$ cat src/rtl/sram_tp_be_arb.sv
// ---------------------------------------------------------------------------
// sram_tp_be_arb : round-robin 2+2 requester arbiter in front of a two-port
//                  column-enable SRAM, with write-first read hazard stalling.
// Revision 1.0
// ---------------------------------------------------------------------------
`default_nettype none

module sram_tp_be_arb #(
  parameter int ADR_WD = 5,
  parameter int DAT_WD = 32,
  parameter int COL_WD = 8,
  localparam int BE_WD = DAT_WD / COL_WD
) (
  input  logic              clk_i,
  input  logic              rstn_i,
  input  logic              wr0_req_i,
  input  logic [BE_WD-1:0]  wr0_ena_i,
  input  logic [ADR_WD-1:0] wr0_adr_i,
  input  logic [DAT_WD-1:0] wr0_dat_i,
  output logic              wr0_gnt_o,
  input  logic              wr1_req_i,
  input  logic [BE_WD-1:0]  wr1_ena_i,
  input  logic [ADR_WD-1:0] wr1_adr_i,
  input  logic [DAT_WD-1:0] wr1_dat_i,
  output logic              wr1_gnt_o,
  input  logic              rd0_req_i,
  input  logic [ADR_WD-1:0] rd0_adr_i,
  output logic              rd0_gnt_o,
  output logic              rd0_val_o,
  output logic [DAT_WD-1:0] rd0_dat_o,
  input  logic              rd1_req_i,
  input  logic [ADR_WD-1:0] rd1_adr_i,
  output logic              rd1_gnt_o,
  output logic              rd1_val_o,
  output logic [DAT_WD-1:0] rd1_dat_o,
  output logic [BE_WD-1:0]  sram_wr_ena_o,
  output logic [ADR_WD-1:0] sram_wr_adr_o,
  output logic [DAT_WD-1:0] sram_wr_dat_o,
  output logic              sram_rd_ena_o,
  output logic [ADR_WD-1:0] sram_rd_adr_o,
  input  logic [DAT_WD-1:0] sram_rd_dat_i
);

  logic              wr_ptr_q, wr_ptr_d;
  logic              rd_ptr_q, rd_ptr_d;
  logic [BE_WD-1:0]  wr_ena_q;
  logic [ADR_WD-1:0] wr_adr_q;
  logic [DAT_WD-1:0] wr_dat_q;
  logic              rd_ena_q;
  logic [ADR_WD-1:0] rd_adr_q;
  logic              rd_tag_q;
  logic              ret_val_q;
  logic              ret_tag_q;

  logic              w_wr_gnt0, w_wr_gnt1, w_wr_any;
  logic [BE_WD-1:0]  w_wr_ena;
  logic [ADR_WD-1:0] w_wr_adr;
  logic [DAT_WD-1:0] w_wr_dat;
  logic              w_rd0_elig, w_rd1_elig;
  logic              w_rd_gnt0, w_rd_gnt1, w_rd_any;
  logic [ADR_WD-1:0] w_rd_adr;

  assign w_wr_gnt0 = rstn_i & wr0_req_i & (~wr1_req_i | ~wr_ptr_q);
  assign w_wr_gnt1 = rstn_i & wr1_req_i & (~wr0_req_i |  wr_ptr_q);
  assign w_wr_any  = w_wr_gnt0 | w_wr_gnt1;
  assign w_wr_ena  = w_wr_gnt1 ? wr1_ena_i : wr0_ena_i;
  assign w_wr_adr  = w_wr_gnt1 ? wr1_adr_i : wr0_adr_i;
  assign w_wr_dat  = w_wr_gnt1 ? wr1_dat_i : wr0_dat_i;

  // A read colliding with a same-cycle real write waits a cycle so it sees the new data.
  assign w_rd0_elig = rd0_req_i & ~(w_wr_any & (|w_wr_ena) & (w_wr_adr == rd0_adr_i));
  assign w_rd1_elig = rd1_req_i & ~(w_wr_any & (|w_wr_ena) & (w_wr_adr == rd1_adr_i));

  assign w_rd_gnt0 = rstn_i & w_rd0_elig & (~w_rd1_elig | ~rd_ptr_q);
  assign w_rd_gnt1 = rstn_i & w_rd1_elig & (~w_rd0_elig |  rd_ptr_q);
  assign w_rd_any  = w_rd_gnt0 | w_rd_gnt1;
  assign w_rd_adr  = w_rd_gnt1 ? rd1_adr_i : rd0_adr_i;

  always_comb begin
    wr_ptr_d = wr_ptr_q;
    rd_ptr_d = rd_ptr_q;
    if (w_wr_gnt0)      wr_ptr_d = 1'b1;
    else if (w_wr_gnt1) wr_ptr_d = 1'b0;
    if (w_rd_gnt0)      rd_ptr_d = 1'b1;
    else if (w_rd_gnt1) rd_ptr_d = 1'b0;
  end

  always_ff @(posedge clk_i) begin
    if (!rstn_i) begin
      wr_ptr_q  <= 1'b0;
      rd_ptr_q  <= 1'b0;
      wr_ena_q  <= '0;
      wr_adr_q  <= '0;
      wr_dat_q  <= '0;
      rd_ena_q  <= 1'b0;
      rd_adr_q  <= '0;
      rd_tag_q  <= 1'b0;
      ret_val_q <= 1'b0;
      ret_tag_q <= 1'b0;
    end else begin
      wr_ptr_q  <= wr_ptr_d;
      rd_ptr_q  <= rd_ptr_d;
      wr_ena_q  <= w_wr_any ? w_wr_ena : '0;
      if (w_wr_any) begin
        wr_adr_q <= w_wr_adr;
        wr_dat_q <= w_wr_dat;
      end
      rd_ena_q  <= w_rd_any;
      if (w_rd_any) begin
        rd_adr_q <= w_rd_adr;
        rd_tag_q <= w_rd_gnt1;
      end
      ret_val_q <= rd_ena_q;
      ret_tag_q <= rd_tag_q;
    end
  end

  assign wr0_gnt_o     = w_wr_gnt0;
  assign wr1_gnt_o     = w_wr_gnt1;
  assign rd0_gnt_o     = w_rd_gnt0;
  assign rd1_gnt_o     = w_rd_gnt1;
  assign sram_wr_ena_o = wr_ena_q;
  assign sram_wr_adr_o = wr_adr_q;
  assign sram_wr_dat_o = wr_dat_q;
  assign sram_rd_ena_o = rd_ena_q;
  assign sram_rd_adr_o = rd_adr_q;
  assign rd0_val_o     = ret_val_q & ~ret_tag_q;
  assign rd1_val_o     = ret_val_q &  ret_tag_q;
  assign rd0_dat_o     = rd0_val_o ? sram_rd_dat_i : '0;
  assign rd1_dat_o     = rd1_val_o ? sram_rd_dat_i : '0;

endmodule

`default_nettype wire

$ cat config.mk
export PLATFORM = sky130hd
export DESIGN_NAME = sram_tp_be_arb
export DESIGN_NICKNAME = d
export VERILOG_FILES = /design/src/rtl/sram_tp_be_arb.sv
export SDC_FILE = /design/constraint.sdc
export NUM_CORES = 1
export LEC_CHECK = 0
export CAP_MARGIN = 25
export CORE_MARGIN = 5
export CORE_UTILIZATION = 35
export DETAILED_ROUTE_END_ITERATION = 10
export MAX_ROUTING_LAYER = met4
export PLACE_DENSITY_LB_ADDON = 0.25
export SLEW_MARGIN = 25
export SYNTH_ARGS = -nofsm -noshare
export SYNTH_HDL_FRONTEND = slang
export SYNTH_SLANG_ARGS = --single-unit
$ cat constraint.sdc
create_clock -name clk_i -period 4.25 [get_ports clk_i]
set_input_delay 0.85 -clock clk_i [delete_from_list [all_inputs] [get_ports clk_i]]
set_output_delay 0.85 -clock clk_i [all_outputs]
set_load 0.005 [all_outputs]
==> flow_summary.yaml <==
die:
  die_y_um: 101
  start_util_pct: 35.7
  core_area_um2: 8180
  die_x_um: 101
  die_area_um2: 10300
  io_pins: 247
  num_rows: 33
setup_path:
  cp-end-kind: "primary output"
  r2r.worst_path.cells: 9
  start_kind: "input port"
  crit_path_max_fanout: 7
  cp.required_ps: 3400
  crit_slowest_cell: "clkdlybuf4s50_1"
  cp_common_cell: "clkdlybuf4s50_1"
  slowest_delay_ps: 490
  timing.critical_path.arrival_ps: 3340
  critical_path_class: "in -> out"
  crit_chain: "clkdlybuf4s50_1, and2_4, nand2_8, inv_4, buf_4, a211oi_2, nand4_1, o211a_1, or3_1, inv_1, clkdlybuf4s50_1"
sta:
  tightest_slew_ps: 843
  period_share_pct: 98.6
  hold_viol: 0
  rsz0062_at_grt: "yes"
  worst_slack_ps: 60.0
  fin_crit_ps: 4190
  finalSetupViolations: 0
  finClkSkew_ps: 8.91
  slew-limit-headroom_pct: 43.7
  timing.fmax_mhz: 239
  report.final.slew_viol_count: 0
layout:
  syn_to_final_growth_pct: 98.1
  finish.utilization_pct: 70.8
  fill_cells: 680
  drive_above_1_share_pct: 11.4
  fin_nets: 760
  n_antenna_cell: 0
  final_cell_count_no_fill: 736
logic_synthesis:
  ys_warn_count: 0
  synth_cell_types: 47
  ys.flop_type: "dfxtp_1"
  syn_inst: 368
  synth_edf_count: 0
  ys_ff_latch: 52
  synth_seq_area_share_pct: 35.6
  synth_nets: 498
  syn_area_um2: 2920
  synth.avg_cell_area_um2: 7.94
  async_reset_ff_share_pct: 0
hold_path:
  min_path_type: "reg -> reg"
  hold_depth: 1
clock_tree:
  clk_path_buf_depth: 2
  cts_root_buf: "clkbuf_8"
  cts_tree: "yes"
  cts_sinks: 52
  cts.clk_slew.worst_paths_ps: 90
  cts_hold_buf: 0
  clk_latency_ps: 310
  cts_htree_levels: 2
  cts_buffers: 5
global_routing:
  grt_pass1_vias: 3779
  grt_max_degree: 43
  antenna_found_initial: 0
  grt_pass1_wl_um: 19200
  grt.overflow.total: 0
  grt.total_usage_pct: 24.1
route:
  drt-pass1-iter-count: 5
  drtIter0Drc: 128
  totalWireLength_um: 12800
  vias: 3832
  final_antenna_net_count: 0
  drcViolationCount: 0
  routedWlPerCell_um: 17.4
  viasPerCell: 5.21
place:
  portBuffers: 246
  dp_slack_ps: -167
  gp_congestion: 0.911
  place_inst: 727
  dpl.hpwl_um: 10500
pwr:
  p_leak_nw: 2.34
  power.density_nw_per_um2: 224
  ir_worst_vdd_mv: 0.183
run:
  cap_violations: 0
status:
  status: "finished clean"
cells in the mapped netlist (2+ instances only):
library cell	number	share of area, %
a21oi_1	8	1.4
nand2_1	12	1.5
o2111ai_1	2	0.60
mux2i_1	2	0.69
o211a_1	2	0.69
o221ai_1	3	0.90
and2_1	35	7.5
nor2_1	40	5.1
buf_1	2	0.26
o31ai_1	5	1.3
a311oi_1	3	0.90
o21a_1	2	0.51
nor4_1	2	0.43
a21boi_0	2	0.51
inv_1	15	1.9
nor3_1	35	6.0
clkbuf_1	21	2.7
nand3_1	8	1.4
buf_6	5	1.9
nor2b_1	2	0.43
a211oi_1	3	0.77
a31oi_2	5	2.1
o22ai_1	34	7.3
and3_1	33	7.1
dfxtp_1	52	36
o21ai_0	11	1.9
a221oi_1	2	0.60
nand2b_1	3	0.64
what timing repair did:
item / 4_1_cts / 5_1_grt
buffers inserted: 0 / 1
pin swaps: 0 / 6
gates resized for setup: 5 / 12
endpoints found under the setup margin: 2 / 2
power breakdown:
part	leakage, nW	internal, W	switching, W
Clock	0.0445	0.000117	0.000176
Sequential	0.431	0.000527	0.0000229
Combinational	1.86	0.000280	0.000175
placed cells by master, fill, tap and decap left out, types with 11 or more instances in the layout:
cell type,netlist,routed
clkdlybuf4s50_1,0,245
dfxtp_1,52,52
nor2_1,40,39
buf_4,0,38
o22ai_1,34,34
nor3_1,35,34
and2_1,35,34
and3_1,33,33
inv_1,15,15
nand2_1,12,11
layout make-up:
| class | instances | area, um2 | share of cell area (%) |
|---|---|---|---|
| multi-input combinational | 271 | 1710 | 29.6 |
| timing repair buffer | 284 | 2750 | 47.5 |
| tap | 105 | 131 | 2.27 |
| sequential | 52 | 1040 | 18.0 |
| clock inverter | 3 | 21.3 | 0.368 |
| clock buffer | 5 | 68.8 | 1.19 |
| inverter | 16 | 62.6 | 1.08 |
registers in the layout, indices dropped and copies added (netlist names):
register,cells
sram_wr_dat_o,32
wr_ptr_q,1
ret_tag_q,1
sram_wr_ena_o,4
sram_rd_ena_o,1
rd_tag_q,1
rd_ptr_q,1
sram_rd_adr_o,5
ret_val_q,1
sram_wr_adr_o,5
routing by layer:
layer | part of all wire [%] | wire, um | track usage, %
met1 | 38 | 4910 | 26.1
met2 | 51 | 6570 | 43.2
met3 | 7.5 | 958 | 5.30
met4 | 2.7 | 340 | 8.38
met5 | 0 | 0 | -
stage by stage:
| step | setup TNS [ps] | hold slack [ps] | power [W] | instance area, um2 |
|---|---|---|---|---|
| floorplan | 0 | 400 | 0.000713 | 2920 |
| global placement | -95.9 | 422 | 0.000999 | 5640 |
| detailed placement | -248 | 441 | 0.00101 | 5640 |
| CTS | 0 | 467 | 0.00130 | 5730 |
| global route | -40.7 | 493 | 0.00137 | 5790 |
| finish | 0 | 464 | 0.00130 | 5790 |
critical path: cells and delay by family:
family	cells	cell delay, ps
simple gates	4	840
buf+inv	5	1180
compound gates	2	460
final timing paths:
path / startpoint / end / slack, ps
setup / recovery: rstn_i / rd1_gnt_o / 60
hold / removal: sram_rd_ena_o$_SDFF_PN0_ / ret_val_q$_SDFF_PN0_ / 460
setup reg to reg: wr_ptr_q$_SDFFE_PN0P_ / sram_rd_adr_o[2]$_SDFFE_PN0P_ / 1910
hold reg to reg: sram_rd_ena_o$_SDFF_PN0_ / ret_val_q$_SDFF_PN0_ / 460
cell families after synthesis:
group                     synth area share, %
AOI/OAI and AO/OA                        24.1
xor gates and xnor gates                0.300
DFF                                      35.6
buffers and inverters                    7.50
and+or+nand+nor                          31.8
muxes                                   0.686
No activity file was read; power rests on OpenSTA's default activity.
